--- config.mk ---
export PLATFORM = sky130hd
export DESIGN_NAME = inst_seq
export DESIGN_NICKNAME = d
export VERILOG_FILES = /design/src/rtl/inst_seq.sv
export SDC_FILE = /design/constraint.sdc
export NUM_CORES = 1
export LEC_CHECK = 0
export CORE_UTILIZATION = 37
export DETAILED_ROUTE_END_ITERATION = 6
export PLACE_DENSITY = 0.68
export RECOVER_POWER = 50
export SLEW_MARGIN = 40
export SYNTH_ARGS = -nofsm -noshare
export SYNTH_HDL_FRONTEND = slang
export SYNTH_SLANG_ARGS = --single-unit
--- constraint.sdc ---
create_clock -name clk -period 7.7 [get_ports clk]
set_clock_uncertainty 0.05 [all_clocks]
set_input_delay 1.155 -clock clk [delete_from_list [all_inputs] [get_ports clk]]
set_output_delay 1.155 -clock clk [all_outputs]
set_load 0.02 [all_outputs]
--- src/rtl/inst_seq.sv ---
// -----------------------------------------------------------------------------
// inst_seq -- tile-run instruction sequencer for a row x col PE array.
//
// One accepted start runs a complete tile: fetch col weight words from xmem
// into L0, load them into the array, let them settle, fetch xlen activation
// words, execute, then drain xlen output vectors from the output FIFO into
// psum memory. Every cycle the sequencer presents one registered 35-bit core
// instruction word.
//
// The state/counter registers describe the word currently on inst. Each edge
// computes the next state and counters and, from those, the next word, so
// inst, busy and done line up with the state they belong to.
//
// Ports:
//   clk          single clock, all state on the rising edge
//   reset        asynchronous, active-high
//   start        tile-run request, sampled in IDLE only
//   mode         0 = WS, 1 = OS; latched at an accepted start, drives inst[34]
//   w_base       xmem address of the first weight word
//   x_base       xmem address of the first activation word
//   p_base       psum-memory address of the first output vector
//   ofifo_valid  output FIFO head holds a vector
//   inst         registered core instruction word
//                [34] mode [33] acc [32] psum CEN [31] psum WEN [30:20] psum addr
//                [19] xmem CEN [18] xmem WEN [17:7] xmem addr
//                [6] ofifo_rd [5] ififo_wr [4] ififo_rd [3] l0_rd [2] l0_wr
//                [1] execute [0] load   (CEN/WEN active-low, strobes active-high)
//   busy         high in every state except IDLE
//   done         one-cycle completion pulse (the DONE state)
// -----------------------------------------------------------------------------
module inst_seq #(
  parameter int row  = 8,
  parameter int col  = 8,
  parameter int xlen = 36
) (
  input  logic        clk,
  input  logic        reset,
  input  logic        start,
  input  logic        mode,
  input  logic [10:0] w_base,
  input  logic [10:0] x_base,
  input  logic [10:0] p_base,
  input  logic        ofifo_valid,
  output logic [34:0] inst,
  output logic        busy,
  output logic        done
);

  // Longest phase is a read phase (len+1 cycles); the counter must hold it.
  localparam int rdMax  = ((xlen > col) ? xlen : col) + 1;
  localparam int cntMax = (rdMax > row) ? rdMax : row;
  localparam int cntW   = $clog2(cntMax + 1);

  // CEN/WEN high, addresses and strobes zero, mode bit zero.
  localparam logic [34:0] idleWord = 35'h1800C0000;

  typedef enum logic [2:0] {
    IDLE, W_RD, W_LOAD, W_WAIT, X_RD, EXEC, DRAIN, DONE
  } state_t;

  state_t            state, nextState;
  logic [cntW-1:0]   cnt, nextCnt;
  logic              drainWr, nextWr;   // current DRAIN word is a psum write
  logic              modeQ, nextMode;
  logic [34:0]       nextInst;

  always_comb begin
    // NOTE: every variable gets a default before the case so no path leaves
    // one unassigned -- that is what keeps this block from inferring latches.
    nextState = state;
    nextCnt   = cnt;
    nextWr    = 1'b0;
    nextMode  = modeQ;
    nextInst  = idleWord;

    unique case (state)
      IDLE: begin
        if (start) begin
          nextState = W_RD;
          nextCnt   = '0;
          nextMode  = mode;
        end
      end
      W_RD: begin
        if (cnt == cntW'(col)) begin
          nextState = W_LOAD;
          nextCnt   = '0;
        end else begin
          nextCnt = cnt + cntW'(1);
        end
      end
      W_LOAD: begin
        if (cnt == cntW'(col - 1)) begin
          nextState = W_WAIT;
          nextCnt   = '0;
        end else begin
          nextCnt = cnt + cntW'(1);
        end
      end
      W_WAIT: begin
        if (cnt == cntW'(row - 1)) begin
          nextState = X_RD;
          nextCnt   = '0;
        end else begin
          nextCnt = cnt + cntW'(1);
        end
      end
      X_RD: begin
        if (cnt == cntW'(xlen)) begin
          nextState = EXEC;
          nextCnt   = '0;
        end else begin
          nextCnt = cnt + cntW'(1);
        end
      end
      EXEC: begin
        if (cnt == cntW'(xlen - 1)) begin
          nextState = DRAIN;
          nextCnt   = '0;
          nextWr    = ofifo_valid;
        end else begin
          nextCnt = cnt + cntW'(1);
        end
      end
      DRAIN: begin
        // cnt is the psum index of the current (or next pending) write; it
        // only advances once the current word actually wrote.
        if (drainWr && cnt == cntW'(xlen - 1)) begin
          nextState = DONE;
          nextCnt   = '0;
        end else begin
          nextCnt = cnt + cntW'(drainWr);
          nextWr  = ofifo_valid;
        end
      end
      DONE: begin
        nextState = IDLE;
        nextCnt   = '0;
      end
      default: begin
        nextState = IDLE;
        nextCnt   = '0;
      end
    endcase

    // Word for the state being entered.
    nextInst[34] = nextMode;
    unique case (nextState)
      W_RD: begin
        if (nextCnt < cntW'(col)) begin
          nextInst[19]   = 1'b0;
          nextInst[17:7] = w_base + 11'(nextCnt);
        end
        // SRAM data arrives one cycle after the read, so L0 writes lag by one.
        if (nextCnt != '0) nextInst[2] = 1'b1;
      end
      X_RD: begin
        if (nextCnt < cntW'(xlen)) begin
          nextInst[19]   = 1'b0;
          nextInst[17:7] = x_base + 11'(nextCnt);
        end
        if (nextCnt != '0) nextInst[2] = 1'b1;
      end
      W_LOAD: begin
        nextInst[3] = 1'b1;
        nextInst[0] = 1'b1;
      end
      EXEC: begin
        nextInst[3] = 1'b1;
        nextInst[1] = 1'b1;
      end
      DRAIN: begin
        if (nextWr) begin
          nextInst[6]     = 1'b1;
          nextInst[32]    = 1'b0;
          nextInst[31]    = 1'b0;
          nextInst[30:20] = p_base + 11'(nextCnt);
        end
      end
      default: ;
    endcase
  end

  always_ff @(posedge clk or posedge reset) begin
    // NOTE: sequential state uses non-blocking assignments so every register
    // samples pre-edge values regardless of statement order.
    if (reset) begin
      state   <= IDLE;
      cnt     <= '0;
      drainWr <= 1'b0;
      modeQ   <= 1'b0;
      inst    <= idleWord;
      busy    <= 1'b0;
      done    <= 1'b0;
    end else begin
      state   <= nextState;
      cnt     <= nextCnt;
      drainWr <= nextWr;
      modeQ   <= nextMode;
      inst    <= nextInst;
      busy    <= (nextState != IDLE);
      done    <= (nextState == DONE);
    end
  end

endmodule

After elaboration in Yosys (flattened, before gate mapping)
Cells that the tools add are included.
{ "op_classes": {"add_sub_neg": 5, "n_lt_le_gt_ge": 2, "n_eq_ne": 17, "muxes": 35, "n_reduce_logical": 7} }
{ "op_table": {"columns": ["cell", "count"], "rows": [
  ["$pmux W6 S7", 1],
  ["$mux W6", 6],
  ["$add A11 B6 Y11", 3],
  ["$mux W13", 2],
  ["$eq A3 B3 Y1 const B", 8],
  ["$pmux W3 S8", 1],
  ["$mux W11", 2],
  ["$pmux W11 S2", 1],
  ["$mux W3", 7],
  ["$mux W1", 13],
  ["$eq A6 B6 Y1 const B", 2],
  ["$eq A3 B2 Y1 const B", 3],
  ["$add A6 B1 Y6", 1],
  ["$add A6 B1 Y6 const B", 1],
  ["$eq A3 B1 Y1 const B", 2],
  ["$eq A6 B3 Y1 const B", 1],
  ["$eq A6 B4 Y1 const B", 1],
  ["$lt A6 B4 Y1 const B", 1],
  ["$lt A6 B6 Y1 const B", 1],
  ["$reduce_bool A6 Y1", 1],
  ["$reduce_or A2 Y1", 3],
  ["$pmux W1 S2", 2],
  ["$logic_not A3 Y1", 1],
  ["$reduce_bool A3 Y1", 1],
  ["$logic_and A1 B1 Y1", 1]
]} }
{ "totals": {"register_bits": 44, "in_bits": 38, "output_inout_bits": 37, "elab_cells": 73} }

Depth between registers and ports, before layout
Gate-level depths: netlist of run 1.
{ "depth": {"ltp_word": 7, "depth_mapped": 16, "mapped_depth_nobuf": 16} }

Worst setup path before layout of run 1
OpenSTA, ideal clock, no wires.
{ "synth_path": {"path_type": "input to register", "from": "in start", "to": "reg inst[28]", "setup_ns": 0.132, "t_arrival_ns": 3.408, "required_time_ns": 7.518, "setup_slack_ns": 4.110, "path_stages": 13, "path_buffers": 0, "cell_sequence": "nor4_1 > a22oi_1 > o21ai_0 > ha_1 > inv_1 > fa_1 > nor2b_1 > o21ai_0 > a21oi_1 > o21ai_0 > a21oi_1 > xnor2_1 > nor2_1"} }
{ "synth_between": {"elab_chain_cells": 5, "word_cells_on_any_way": 8, "cone_classes": "1 x add/sub; 1 x eq/ne; 6 x mux"} }
{ "synth_rtl": {"columns": ["item", "line_no", "source"], "rows": [
  ["start: declaration", "38", "input logic start,"],
  ["$mux W6", "78", "if (start) begin"],
  ["$pmux W6 S7", "76", "unique case (state)"],
  ["via nextCnt[0]", "62", "logic [cntW-1:0] cnt, nextCnt;"],
  ["$add A11 B6 Y11", "177", "nextInst[30:20] = p_base + 11'(nextCnt);"],
  ["$mux W13", "173", "if (nextWr) begin"],
  ["$mux W13", "148", "unique case (nextState)"],
  ["via nextInst[28]", "65", "logic [34:0] nextInst;"],
  ["end signal: assignment", "192", "inst <= idleWord;"],
  ["end signal: assignment", "200", "inst <= nextInst;"],
  ["end: declaration", "44", "output logic [34:0] inst,"]
]} }
The timed path passes the listed nets, and every way through them passes these cells.

Worst setup path in the final report of run 1
{ "layout_path": {"from": "in start", "to": "reg inst[30]"} }
The elaborated chain is that of the path after synthesis.

==> results.json, run 1 <==
{
  "fin_crit_ns": 4.36,
  "drive_gt1_frac": 0.0718,
  "cts_made_buffers": 5,
  "synth_fa_ha_area_frac": 0.123,
  "drc": 3,
  "vias": 2422,
  "synth_xor_area_frac": 0.0837,
  "gp_congestion": 0.878,
  "synth_top_family_by_area": "compound AO/OA/AOI/OAI gates",
  "synth-edff-count": 0,
  "r2r_setup_slack_ns": 3.72,
  "grt_remaining_overflow": 0,
  "synth_top_area_cell": "dfrtp_1",
  "final_cell_count_no_fill": 478,
  "io_pins": 75,
  "path_depth": 13,
  "crit_path_cell_trace": "dlygate4sd3_1 -> or4_1 -> nand3_1 -> o21ai_0 -> o221ai_1 -> ha_1 -> nor2b_1 -> o21ai_0 -> a21oi_1 -> o21ai_0 -> a21oi_1 -> xnor2_1 -> nor2_1",
  "core_sq_um": 7690,
  "power_switching_mw": 0.658,
  "start_util": 0.381,
  "setup-tns-final_ns": 0,
  "rsz0062_at_grt": "no",
  "synthesis.instances": 311,
  "cts_tree": "yes",
  "synthArstFlopShare": 1.00,
  "critPathMaxStageDelay_ns": 0.61,
  "synth_area_leaders": "dfrtp_1 (34%), ha_1 (10%), xnor2_1 (4.2%)",
  "clk_latency_ns": 0.30,
  "antennaDiodeCount": 0,
  "post_cts_buffers": 0,
  "intPower_mw": 0.747,
  "rows": 32,
  "syn_area_per_cell_sq_um": 9.42,
  "rr_endpoint": "inst[15]",
  "synth_simple_gate_area_frac": 0.159,
  "crit_top_cell": "o21ai_0",
  "violations": "design-rule violations, max-capacitance violations, max-slew violations",
  "synthMuxAreaShare": 0.00384,
  "hp-class": "flip-flop to flip-flop",
  "fin_nets": 440,
  "die_w_um": 91.0,
  "dp.cells": 469,
  "drv_slew": 43,
  "cp-startpoint": "start",
  "rr_startpoint": "cnt[0]",
  "grt_pass1_wl_um": 11200,
  "reg2reg_depth": 13,
  "critPathKind": "input port to flip-flop",
  "peakVddDrop_mv": 0.179,
  "ys_warn_count": 0,
  "synth_cell_type_count": 53,
  "fmax_ghz": 0.230,
  "wl_per_cell_um": 14.0,
  "die_h_um": 91.0,
  "critPathBufInv": 1,
  "critPathRequiredTime_ns": 7.82,
  "power_frac_seq": 0.248,
  "root_buffer": "clkbuf_8",
  "area_growth_pct": 28.7,
  "clockPowerShare": 0.105,
  "viasPerCell": 5.07,
  "yosysSeqAreaShare": 0.360,
  "end_kind": "flip-flop",
  "powerDensity_nw_per_um2": 373,
  "crit_path_start_kind": "input port",
  "crit_end": "inst[30]",
  "maxSlewHeadroom": -0.457,
  "p_leak_nw": 1.72,
  "fin_total_pwr_mw": 1.41,
  "ctsResizeCount": 0,
  "status": "finished with violations",
  "port_buffers": 70,
  "fp.dieArea_sq_um": 8280,
  "antenna_found_initial": 0,
  "ys_ff_latch": 42,
  "cpMaxStageDelayCell": "dlygate4sd3_1",
  "fin_crit_sh": 0.566,
  "cp_max_fo": 6,
  "hpwl_um": 5140,
  "critical-path-top-delay-family": "compound AO/OA/AOI/OAI gates",
  "worst_pin_slew_ns": 2.19,
  "yosys_most_used_dff": "dfrtp_1",
  "synth.most_common_cell": "dfrtp_1",
  "setup_viol": 0,
  "drt-total-wl_um": 6720,
  "cts.path.max_buffers": 2,
  "grt_usage": 0.170,
  "postRouteAntennaNets": 0,
  "cp.arrival_ns": 4.47,
  "synth_compound_area_frac": 0.201,
  "initialDrtViolationCount": 128,
  "first_global_vias": 2351,
  "syn_area_sq_um": 2930,
  "hold_buffers": 0,
  "combPwrFrac": 0.647,
  "drt_first_pass_iters": 6,
  "switching_share": 0.468,
  "clkSinkCount": 42,
  "final-hold-violation-count": 0,
  "grt_max_degree": 43,
  "synth_common_cells": "dfrtp_1 (40), ha_1 (24), inv_1 (22)",
  "cts-htree-levels": 2,
  "finalHoldWorstSlack_ns": 0.462,
  "clk_pin_slew_ns": 0.08,
  "netlist.area_leader.share": 0.342,
  "drv_cap": 1
}
==> placed cells by master (no fill, tap or decap), types with 12 or more instances in the layout <==
cell type | netlist | final
a21oi_1 | 18 | 18
dfrtp_1 | 40 | 40
nor2_1 | 17 | 17
nand3_1 | 14 | 15
clkdlybuf4s50_1 | 0 | 61
inv_1 | 22 | 22
o21ai_0 | 14 | 14
xnor2_1 | 14 | 14
xor2_1 | 14 | 14
a21o_1 | 12 | 12
nand2_1 | 20 | 20
ha_1 | 24 | 24
==> layer usage <==
metal	vias to the layer above	track usage	part of all wire
li1	1217	-	-
met1	1121	0.225	0.45
met2	73	0.275	0.49
met3	11	0.0268	0.043
met4	0	0.0754	0.016
met5	-	0	0
==> power groups by stage <==
stage          clock network, mW  logic (mW)  registers (mW)
6_report                   0.147       0.910           0.348
5_1_grt                    0.162        1.01           0.359
4_1_cts                    0.154       0.907           0.345
3_5_place_dp                   0       0.899           0.349
3_3_place_gp                   0       0.885           0.351
2_1_floorplan                  0       0.690           0.332
==> logic make-up (layout without fill, tap and decap cells) <==
family	count (synthesis)	in the layout
fa+ha+maj	27	27
mux	1	1
simple gates	88	88
buf+inv	40	103
compound gates	83	83
flops	42	42
xor+xnor	28	28
other cells	2	4
==> stage by stage <==
stage / setup slack [ns] / instance area (sq um) / util
finish: 3.34 / 3770 / 0.490
global placement: 3.24 / 3670 / 0.477
floorplan: 4.11 / 2940 / -
global route: 2.95 / 3770 / 0.490
detailed placement: 3.11 / 3670 / 0.477
CTS: 3.40 / 3760 / 0.489
==> layout make-up <==
cell class / instances / area (sq um)
Clock buffer: 6 / 82.6
Clock inverter: 2 / 12.5
Fill cell: 738 / 3920
Inverter: 22 / 82.6
Multi-Input combinational cell: 231 / 1690
Sequential cell: 42 / 1050
Tap cell: 102 / 128
Timing Repair Buffer: 73 / 717
==> registers in the layout, indices dropped and copies added (netlist names) <==
signal,flops
state,3
done,1
cnt,6
busy,1
inst,30
drainWr,1
==> worst min path at each step <==
stage                  start       end  slack, ns  cells past startpoint
floorplan           inst[34]  inst[34]       0.43                      1
global placement    inst[34]  inst[34]       0.44                      1
detailed placement  inst[34]  inst[34]       0.45                      1
CTS                 inst[34]  inst[34]       0.47                      1
global route        inst[34]  inst[34]       0.50                      1
finish              inst[34]  inst[34]       0.46                      1
No activity file was read; power rests on OpenSTA's default activity.
==> run 2: changes to the inputs <==
--- a/config.mk
+++ b/config.mk
@@ -7,7 +7,7 @@
 export LEC_CHECK = 0
 export CORE_UTILIZATION = 37
 export DETAILED_ROUTE_END_ITERATION = 6
-export PLACE_DENSITY = 0.68
+export PLACE_DENSITY = 0.71
 export RECOVER_POWER = 50
 export SLEW_MARGIN = 40
 export SYNTH_ARGS = -nofsm -noshare
==> constraint.sdc (replaced) <==
create_clock -name clk -period 3.9 [get_ports clk]
set_clock_uncertainty 0.05 [all_clocks]
set_input_delay 0.585 -clock clk [delete_from_list [all_inputs] [get_ports clk]]
set_output_delay 0.585 -clock clk [all_outputs]
set_load 0.02 [all_outputs]
==> results.json, run 2 (synthesized netlist as in run 1, its figures left out) <==
{
  "drv_cap": 1,
  "largest-register": "inst",
  "mostFrequentLayoutCells": "clkdlybuf4s50_1 (57), dfrtp_1 (40), ha_1 (24)",
  "ctsResizeCount": 0,
  "drive_gt1_frac": 0.0911,
  "reg_top3": "inst (30), cnt (6), state (3)",
  "drt-total-wl_um": 7020,
  "fin_crit_ns": 3.64,
  "initialDrtViolationCount": 147,
  "grt_remaining_overflow": 0,
  "violations": "design-rule violations, max-capacitance violations, max-slew violations",
  "drv_slew": 43,
  "critPathKind": "flip-flop to flip-flop",
  "p_leak_nw": 1.77,
  "root_buffer": "clkbuf_8",
  "crit_path_cell_trace": "ha_1 -> and4bb_1 -> nand3_2 -> a211oi_4 -> o221a_2 -> inv_1 -> fa_1 -> a21o_1 -> a21oi_1 -> o21ai_0 -> nand3_1 -> xor2_1 -> o22ai_1",
  "peakVddDrop_mv": 0.286,
  "end_kind": "flip-flop",
  "cp-startpoint": "cnt[0]",
  "cts_tree": "yes",
  "worst_pin_slew_ns": 2.22,
  "grt_pass1_wl_um": 11600,
  "rsz0062_at_grt": "no",
  "rows": 32,
  "crit_path_start_kind": "flip-flop",
  "cts-htree-levels": 2,
  "antennaDiodeCount": 0,
  "cp.arrival_ns": 3.75,
  "setup-tns-final_ns": 0,
  "post_cts_buffers": 0,
  "powerDensity_nw_per_um2": 736,
  "clk_pin_slew_ns": 0.08,
  "fin_crit_sh": 0.935,
  "critPathBufInv": 1,
  "nFillCells": 733,
  "fp.dieArea_sq_um": 8280,
  "core_sq_um": 7690,
  "die_w_um": 91.0,
  "wl_per_cell_um": 14.4,
  "gp_congestion": 0.934,
  "hpwl_um": 5470,
  "first_global_vias": 2465,
  "start_util": 0.381,
  "cts_made_buffers": 5,
  "largest_reg_flops": 30,
  "cp_max_fo": 7,
  "hold_buffers": 0,
  "critPathMaxStageDelay_ns": 0.48,
  "critPathRequiredTime_ns": 4.00,
  "fin_util": 0.500,
  "hold_start": "inst[34]",
  "drc": 1,
  "maxSlewHeadroom": -0.477,
  "postRouteAntennaNets": 0,
  "clk_latency_ns": 0.29,
  "critical-path-top-delay-family": "compound AO/OA/AOI/OAI gates",
  "layout_commonest_cell": "clkdlybuf4s50_1",
  "grt_usage": 0.178,
  "port_buffers": 70,
  "die_h_um": 91.0,
  "drt_first_pass_iters": 6,
  "setup_viol": 0,
  "fmax_ghz": 0.274,
  "fin_nets": 448,
  "grt_max_degree": 43,
  "status": "finished with violations",
  "hp-class": "flip-flop to flip-flop",
  "antenna_found_initial": 0,
  "vias": 2465,
  "final-hold-violation-count": 0,
  "cts.path.max_buffers": 2,
  "cpMaxStageDelayCell": "dfrtp_1",
  "rr_startpoint": "cnt[0]",
  "clkSinkCount": 42,
  "viasPerCell": 5.07,
  "area_growth_pct": 31.2,
  "io_pins": 75
}
==> run 2: changes by cell type in the layout (fill, tap and decap cells not counted), moves of 2 or more <==
cell             previous run  this run
buf_4                       1        10
o21ai_0                    14        12
clkdlybuf4s50_1            61        57
clkbuf_8                    6         8
dlygate4sd3_1               9        13
==> run 2: path summary, 6_finish.rpt <==
| path | end | slack, ns | cells after the start |
|---|---|---|---|
| setup / recovery | inst[17] | 0.26 | 13 |
| hold / removal | inst[34] | 0.48 | 1 |
| setup reg to reg | inst[17] | 0.26 | 13 |
| hold reg to reg | inst[34] | 0.48 | 1 |
| max in group asynchronous | inst[34] | 1.04 | 3 |
| min in group asynchronous | inst[6] | 1.50 | 3 |
==> run 2: stage by stage <==
| step | total power [mW] | std cells | area (sq um) | setup WS, ns | hold slack, ns |
|---|---|---|---|---|---|
| global route | 3.08 | 486 | 3840 | 0.0139 | 0.502 |
| global placement | 2.47 | 478 | 3730 | 0.206 | 0.442 |
| finish | 2.83 | 486 | 3840 | 0.255 | 0.480 |
| floorplan | 2.02 | 313 | 2940 | 0.619 | 0.431 |
| CTS | 2.84 | 486 | 3840 | 0.164 | 0.475 |
| detailed placement | 2.51 | 478 | 3730 | 0.137 | 0.458 |
==> run 2: routing by layer <==
layer,routed length [um],global-route usage,vias to the layer above
met5,0,0,-
met4,78,0.0542,0
met3,276,0.0276,8
met2,3510,0.305,70
met1,3150,0.230,1156
li1,-,-,1231
==> run 2: area by class of cell <==
| cell class | count | area (sq um) | area share |
|---|---|---|---|
| tap | 102 | 128 | 0.0332 |
| inverter | 22 | 82.6 | 0.0215 |
| clock buffer | 8 | 110 | 0.0286 |
| sequential | 42 | 1050 | 0.274 |
| timing repair buffer | 81 | 779 | 0.203 |
| multi-input combinational | 231 | 1690 | 0.440 |
==> run 2: power by group <==
part | total, mW | switching, mW | internal (mW)
logic | 1.86 | 1.03 | 0.822
clock network | 0.320 | 0.142 | 0.179
registers | 0.653 | 0.112 | 0.540
